### config.mk
export PLATFORM = sky130hd
export DESIGN_NAME = fetch_ctrl_flat
export DESIGN_NICKNAME = d
export VERILOG_FILES = /design/src/rtl/fetch_pkg.sv /design/src/rtl/fetch_if.sv /design/src/rtl/sat_counter.sv /design/src/rtl/fetch_ctrl.sv /design/src/flat_wrapper.sv
export SDC_FILE = /design/constraint.sdc
export NUM_CORES = 1
export LEC_CHECK = 0
export BUFFER_PORTS_ARGS = -buffer_cell sky130_fd_sc_hd__clkbuf_2
export CAP_MARGIN = 25
export CORE_MARGIN = 2
export CORE_UTILIZATION = 35
export CTS_CLUSTER_DIAMETER = 40
export DETAILED_ROUTE_END_ITERATION = 7
export PLACE_DENSITY = 0.65
export SLEW_MARGIN = 20
export SYNTH_ARGS = -nofsm -noshare
export SYNTH_HDL_FRONTEND = slang
export SYNTH_SLANG_ARGS = --single-unit
### constraint.sdc
create_clock -name clk -period 2.15 [get_ports clk]
set_input_delay 0.3225 -clock clk [delete_from_list [all_inputs] [get_ports clk]]
set_output_delay 0.3225 -clock clk [all_outputs]
set_load 0.1 [all_outputs]
### src/rtl/fetch_pkg.sv
// Shared types and sizing for the instruction fetch controller.
// The ROM is 1024 entries: 4 program regions of 256 offsets each.
package fetch_pkg;

  localparam int OFS_W   = 8;
  localparam int A       = 2 + OFS_W;
  localparam int COUNT_W = 16;

  typedef enum logic [1:0] {
    IDLE,
    RUN,
    DONE
  } fetch_state_e;

endpackage

### src/rtl/fetch_if.sv
// Control and status bundle between the sequencer (master) and fetch_ctrl (slave).
// The slave drives the instruction ROM address and the status outputs.
interface fetch_if
  import fetch_pkg::*;
#(
  parameter int A     = fetch_pkg::A,
  parameter int OFS_W = fetch_pkg::OFS_W
);

  logic               start;
  logic [1:0]         program_num;
  logic               stall;
  logic               branch_taken;
  logic [OFS_W-1:0]   branch_target;
  logic               halt;
  logic [A-1:0]       instr_address;
  logic               running;
  logic               done;
  logic               overflow;
  logic [COUNT_W-1:0] instr_count;

  modport master (
    output start, program_num, stall, branch_taken, branch_target, halt,
    input  instr_address, running, done, overflow, instr_count
  );

  modport slave (
    input  start, program_num, stall, branch_taken, branch_target, halt,
    output instr_address, running, done, overflow, instr_count
  );

endinterface

### src/rtl/sat_counter.sv
// Up-counter that sticks at its all-ones value instead of wrapping.
// clear takes priority over enable.
module sat_counter #(
  parameter int W = 16
) (
  input  logic         clk,
  input  logic         rst_n,
  input  logic         clear,
  input  logic         enable,
  output logic [W-1:0] count
);

  always_ff @(posedge clk or negedge rst_n) begin
    if (!rst_n) begin
      count <= '0;
    end else if (clear) begin
      count <= '0;
    end else if (enable && (count != {W{1'b1}})) begin
      count <= count + 1'b1;
    end
  end

endmodule

### src/rtl/fetch_ctrl.sv
// Instruction fetch controller: walks a program region of the ROM, honouring
// halt > stall > branch > sequential priority, and counts retired instructions.
module fetch_ctrl
  import fetch_pkg::*;
#(
  parameter int A     = fetch_pkg::A,
  parameter int OFS_W = fetch_pkg::OFS_W
) (
  input  logic    clk,
  input  logic    rst_n,
  fetch_if.slave  bus
);

  if (A != 2 + OFS_W) begin : g_width_check
    $error("fetch_ctrl: A must equal 2 + OFS_W");
  end

  localparam logic [OFS_W-1:0] LAST_OFS = {OFS_W{1'b1}};

  fetch_state_e     state, state_nx;
  logic [1:0]       prog_sel, prog_sel_nx;
  logic [OFS_W-1:0] pc_ofs, pc_ofs_nx;
  logic             overflow_q, overflow_nx;
  logic             cnt_clear, cnt_en;

  always_ff @(posedge clk or negedge rst_n) begin
    if (!rst_n) begin
      state <= IDLE;
    end else begin
      state <= state_nx;
    end
  end

  // Running off the end of a region stops the program instead of wrapping into the next one.
  always_comb begin
    state_nx    = state;
    prog_sel_nx = prog_sel;
    pc_ofs_nx   = pc_ofs;
    overflow_nx = overflow_q;
    cnt_clear   = 1'b0;
    cnt_en      = 1'b0;
    case (state)
      IDLE, DONE: begin
        if (bus.start) begin
          state_nx    = RUN;
          prog_sel_nx = bus.program_num;
          pc_ofs_nx   = '0;
          overflow_nx = 1'b0;
          cnt_clear   = 1'b1;
        end
      end
      RUN: begin
        if (bus.halt) begin
          state_nx = DONE;
          cnt_en   = 1'b1;
        end else if (!bus.stall) begin
          cnt_en = 1'b1;
          if (bus.branch_taken) begin
            pc_ofs_nx = bus.branch_target;
          end else if (pc_ofs == LAST_OFS) begin
            state_nx    = DONE;
            overflow_nx = 1'b1;
          end else begin
            pc_ofs_nx = pc_ofs + 1'b1;
          end
        end
      end
      default: state_nx = IDLE;
    endcase
  end

  always_ff @(posedge clk or negedge rst_n) begin
    if (!rst_n) begin
      prog_sel   <= '0;
      pc_ofs     <= '0;
      overflow_q <= 1'b0;
    end else begin
      prog_sel   <= prog_sel_nx;
      pc_ofs     <= pc_ofs_nx;
      overflow_q <= overflow_nx;
    end
  end

  sat_counter #(
    .W (COUNT_W)
  ) u_instr_count (
    .clk    (clk),
    .rst_n  (rst_n),
    .clear  (cnt_clear),
    .enable (cnt_en),
    .count  (bus.instr_count)
  );

  assign bus.instr_address = {prog_sel, pc_ofs};
  assign bus.running       = (state == RUN);
  assign bus.done          = (state == DONE);
  assign bus.overflow      = overflow_q;

endmodule

### src/flat_wrapper.sv
// flat-port wrapper written by rule: the top's interface ports become plain ports
module fetch_ctrl_flat import fetch_pkg::*;
#(
  parameter int A     = fetch_pkg::A,
  parameter int OFS_W = fetch_pkg::OFS_W
)
  (clk, rst_n, bus_start, bus_program_num, bus_stall, bus_branch_taken, bus_branch_target, bus_halt, bus_instr_address, bus_running, bus_done, bus_overflow, bus_instr_count);
  fetch_if #(.A(A), .OFS_W(OFS_W)) bus_i ();
  input  logic clk;
  input  logic rst_n;
  input wire logic [$bits(bus_i.start)-1:0] bus_start;
  input wire logic [$bits(bus_i.program_num)-1:0] bus_program_num;
  input wire logic [$bits(bus_i.stall)-1:0] bus_stall;
  input wire logic [$bits(bus_i.branch_taken)-1:0] bus_branch_taken;
  input wire logic [$bits(bus_i.branch_target)-1:0] bus_branch_target;
  input wire logic [$bits(bus_i.halt)-1:0] bus_halt;
  output wire logic [$bits(bus_i.instr_address)-1:0] bus_instr_address;
  output wire logic [$bits(bus_i.running)-1:0] bus_running;
  output wire logic [$bits(bus_i.done)-1:0] bus_done;
  output wire logic [$bits(bus_i.overflow)-1:0] bus_overflow;
  output wire logic [$bits(bus_i.instr_count)-1:0] bus_instr_count;
  assign bus_i.start = bus_start;
  assign bus_i.program_num = bus_program_num;
  assign bus_i.stall = bus_stall;
  assign bus_i.branch_taken = bus_branch_taken;
  assign bus_i.branch_target = bus_branch_target;
  assign bus_i.halt = bus_halt;
  assign bus_instr_address = bus_i.instr_address;
  assign bus_running = bus_i.running;
  assign bus_done = bus_i.done;
  assign bus_overflow = bus_i.overflow;
  assign bus_instr_count = bus_i.instr_count;
  fetch_ctrl #(.A(A), .OFS_W(OFS_W)) u_core (.clk(clk), .rst_n(rst_n), .bus(bus_i));
endmodule
==> qor.txt <==
# port buffers -> 44
Metal3 WL -> 223 µm
Die area -> 0.00545 mm²
Slew headroom -> 50.7%
Reg2reg setup slack -> 0.25 ns
Worst-margin pin slew -> 0.739 ns
Layout area overhead -> 24.7%
MaxCap Viol Count -> 0
FFs w/ async S/R, synth -> 100%
Yosys Warn Count -> 0
Tmin final -> 1.90 ns
RSZ-0062 raised after global routing -> no
Crit path required time -> 2.35 ns
Synthesized cell area -> 0.00171 mm²
Clock Skew -> 0.00318 ns
CTS Hold Bufs -> 0
Vias in the first global route -> 1521
Global-route wire length before repair -> 7340 µm
Avg Cell Area, Syn -> 9.28 µm²
Die Width -> 73.9 µm
CTS Buffer Depth -> 2
Crit path max fanout -> 16
Clk slew on worst S/H paths -> 0.06 ns
WP data arrival -> 2.10 ns
Count of different cell masters after synthesis -> 44
DRT iter0 DRCs -> 115
Final instance area -> 0.00213 mm²
P per Cell Area -> 882 mW/mm²
TritonRoute pass-1 iters -> 4
Drt via density -> 5.34
Commonest cells after routing, fill and taps aside -> 44 x clkbuf_2, 24 x nand2_1, 20 x dfrtp_2
ANT nets after route -> 0
Num ports -> 45
Post-Syn Nets -> 202
Nets -> 249
TritonCTS clock tree -> built
Antenna cells -> 0
Fin Setup TNS -> 0 ns
Post-DP HPWL -> 3110 µm
Register area -> 751 µm²
Leakage Power -> 0.917 nW
Share of cells above drive strength 1 -> 36.2%
Period utilization -> 88.5%
Primary FF master, synth -> dfrtp_1
Pin count of the biggest net entering global routing -> 30
Commonest non-fill, non-tap cell in the layout -> clkbuf_2
Peak Freq -> 525 MHz
Avg WL per Cell -> 14.4 µm
Final number of hold-violating endpoints -> 0
Cts bufs inserted -> 5
CTS resizes -> 0
Post-synthesis sequential area ratio -> 42.5%
Peak VDD IR -> 0.471 mV
Core ar. -> 0.00472 mm²
Number of remaining DRC errors -> 0
Cell count after synthesis -> 184
Grt total ovfl -> 0
Run status -> finished clean
Overall routing resource usage -> 17.4%
Vias -> 1596
Die Y -> 73.9 µm
CTS H-tree depth -> 2
Rows -> 25
Setup Buffers After CTS -> 0
Initial Utilization -> 36.2%
DR top layer -> met4
Max-slew violations -> 0
# setup viols final -> 0
Multi-input gate area -> 932 µm²
Hold Path Class -> in2async
Fillers -> 478
CP Launch Type -> flop
Worst setup EP type -> flop
Synth Register Bits -> 29
Clock Root Buffer -> clkbuf_8
Aggregate routed wire length -> 4300 µm
Placed cell areas -> 0.00203 mm²
Clk sink count -> 29
Length of routed wiring on met1 -> 2030 µm
Clock Latency Late Sink -> 0.27 ns
Critical path class -> reg2reg
Antenna violations before repair -> 0
Post-synth EDFFs -> 0
GP Congestion -> 0.812
Met2 WL post-DR -> 2020 µm
[cell families after synthesis]
kind of cell | synth area share (%)
AO/OA/AOI/OAI | 17.7
adder cells (fa/ha/maj) | 1.46
buffers and inverters | 2.93
flip-flops | 42.5
multiplexers | 4.69
AND/OR/NAND/NOR | 30.8
[state kept, by name, summed over array words and instances (netlist names)]
signal,count
u_core.bus.overflow,1
u_core.pc_ofs,8
u_core.prog_sel,2
u_core.state,2
u_core.u_instr_count.count,16
[Yosys cell counts (all sizes together) (3+ instances only)]
cell type  instances  share of area, %
dfrtp             29                42
nand2             24               5.3
a21oi             13               3.8
o21ai             13               3.8
nand3             10               2.9
mux2i              8               4.7
nand4              7               2.9
nor2               7               1.5
nor4               7               3.3
nand2b             6               2.2
buf                5               1.6
nor3               5               1.5
nor4b              4               2.9
o31ai              4               1.8
or3                4               1.8
or4                4               1.8
clkbuf             3              0.66
inv                3              0.66
nor2b              3               1.1
o41ai              3               1.5
[worst max-delay path, stage by stage, from the launching register on]
cell	delay (ns)
dfrtp_1	0.42
nand2b_1	0.25
inv_2	0.10
nand2b_1	0.31
or4_1	0.60
a21oi_1	0.14
[area by class of cell]
class / instances / area share (%)
sequential: 29 / 35.3
inverter: 3 / 0.529
timing repair buffer: 48 / 11.8
tap: 67 / 3.94
clock inverter: 1 / 0.235
clock buffer: 7 / 4.52
multi-input combinational: 144 / 43.8
[per-layer routing]
layer  GRT usage [%]  vias up
met3            3.84        2
met2            28.7       47
met4            3.64        0
met1            23.4      755
li1                -      792
met5               0        -
[where the power goes]
| part | leakage [nW] | switching [mW] | internal (mW) | total (mW) |
|---|---|---|---|---|
| clock network | 0.0542 | 0.208 | 0.289 | 0.497 |
| logic | 0.500 | 0.581 | 0.123 | 0.704 |
| registers | 0.363 | 0.0704 | 0.606 | 0.676 |
| total | 0.917 | 0.859 | 1.02 | 1.88 |
[final timing paths]
check | startpoint | to | cells after the start
worst max-delay path | u_core.state[1] | u_core.u_instr_count.count[14] | 5
worst min-delay path | rst_n | u_core.pc_ofs[3] | 1
worst max register to register | u_core.state[1] | u_core.u_instr_count.count[14] | 5
worst min register to register | u_core.prog_sel[1] | u_core.prog_sel[1] | 2
max in group asynchronous | rst_n | u_core.u_instr_count.count[15] | 1
min in group clk | bus_program_num[0] | u_core.prog_sel[0] | 3
[through the flow]
| stage | hold WS (ns) | util, % | power, mW | setup WS (ns) | std cells |
|---|---|---|---|---|---|
| finish | 0.0950 | 45.1 | 1.88 | 0.246 | 299 |
| global route | 0.165 | 45.1 | 1.97 | 0.137 | 299 |
| CTS | 0.138 | 45.1 | 1.90 | 0.241 | 299 |
| detailed placement | 0.435 | 42.9 | 1.39 | 0.244 | 291 |
| global placement | 0.429 | 42.9 | 1.39 | 0.300 | 291 |
| floorplan | 0.0269 | - | 1.25 | 0.0293 | 184 |
(Power assumes the default switching activity.)
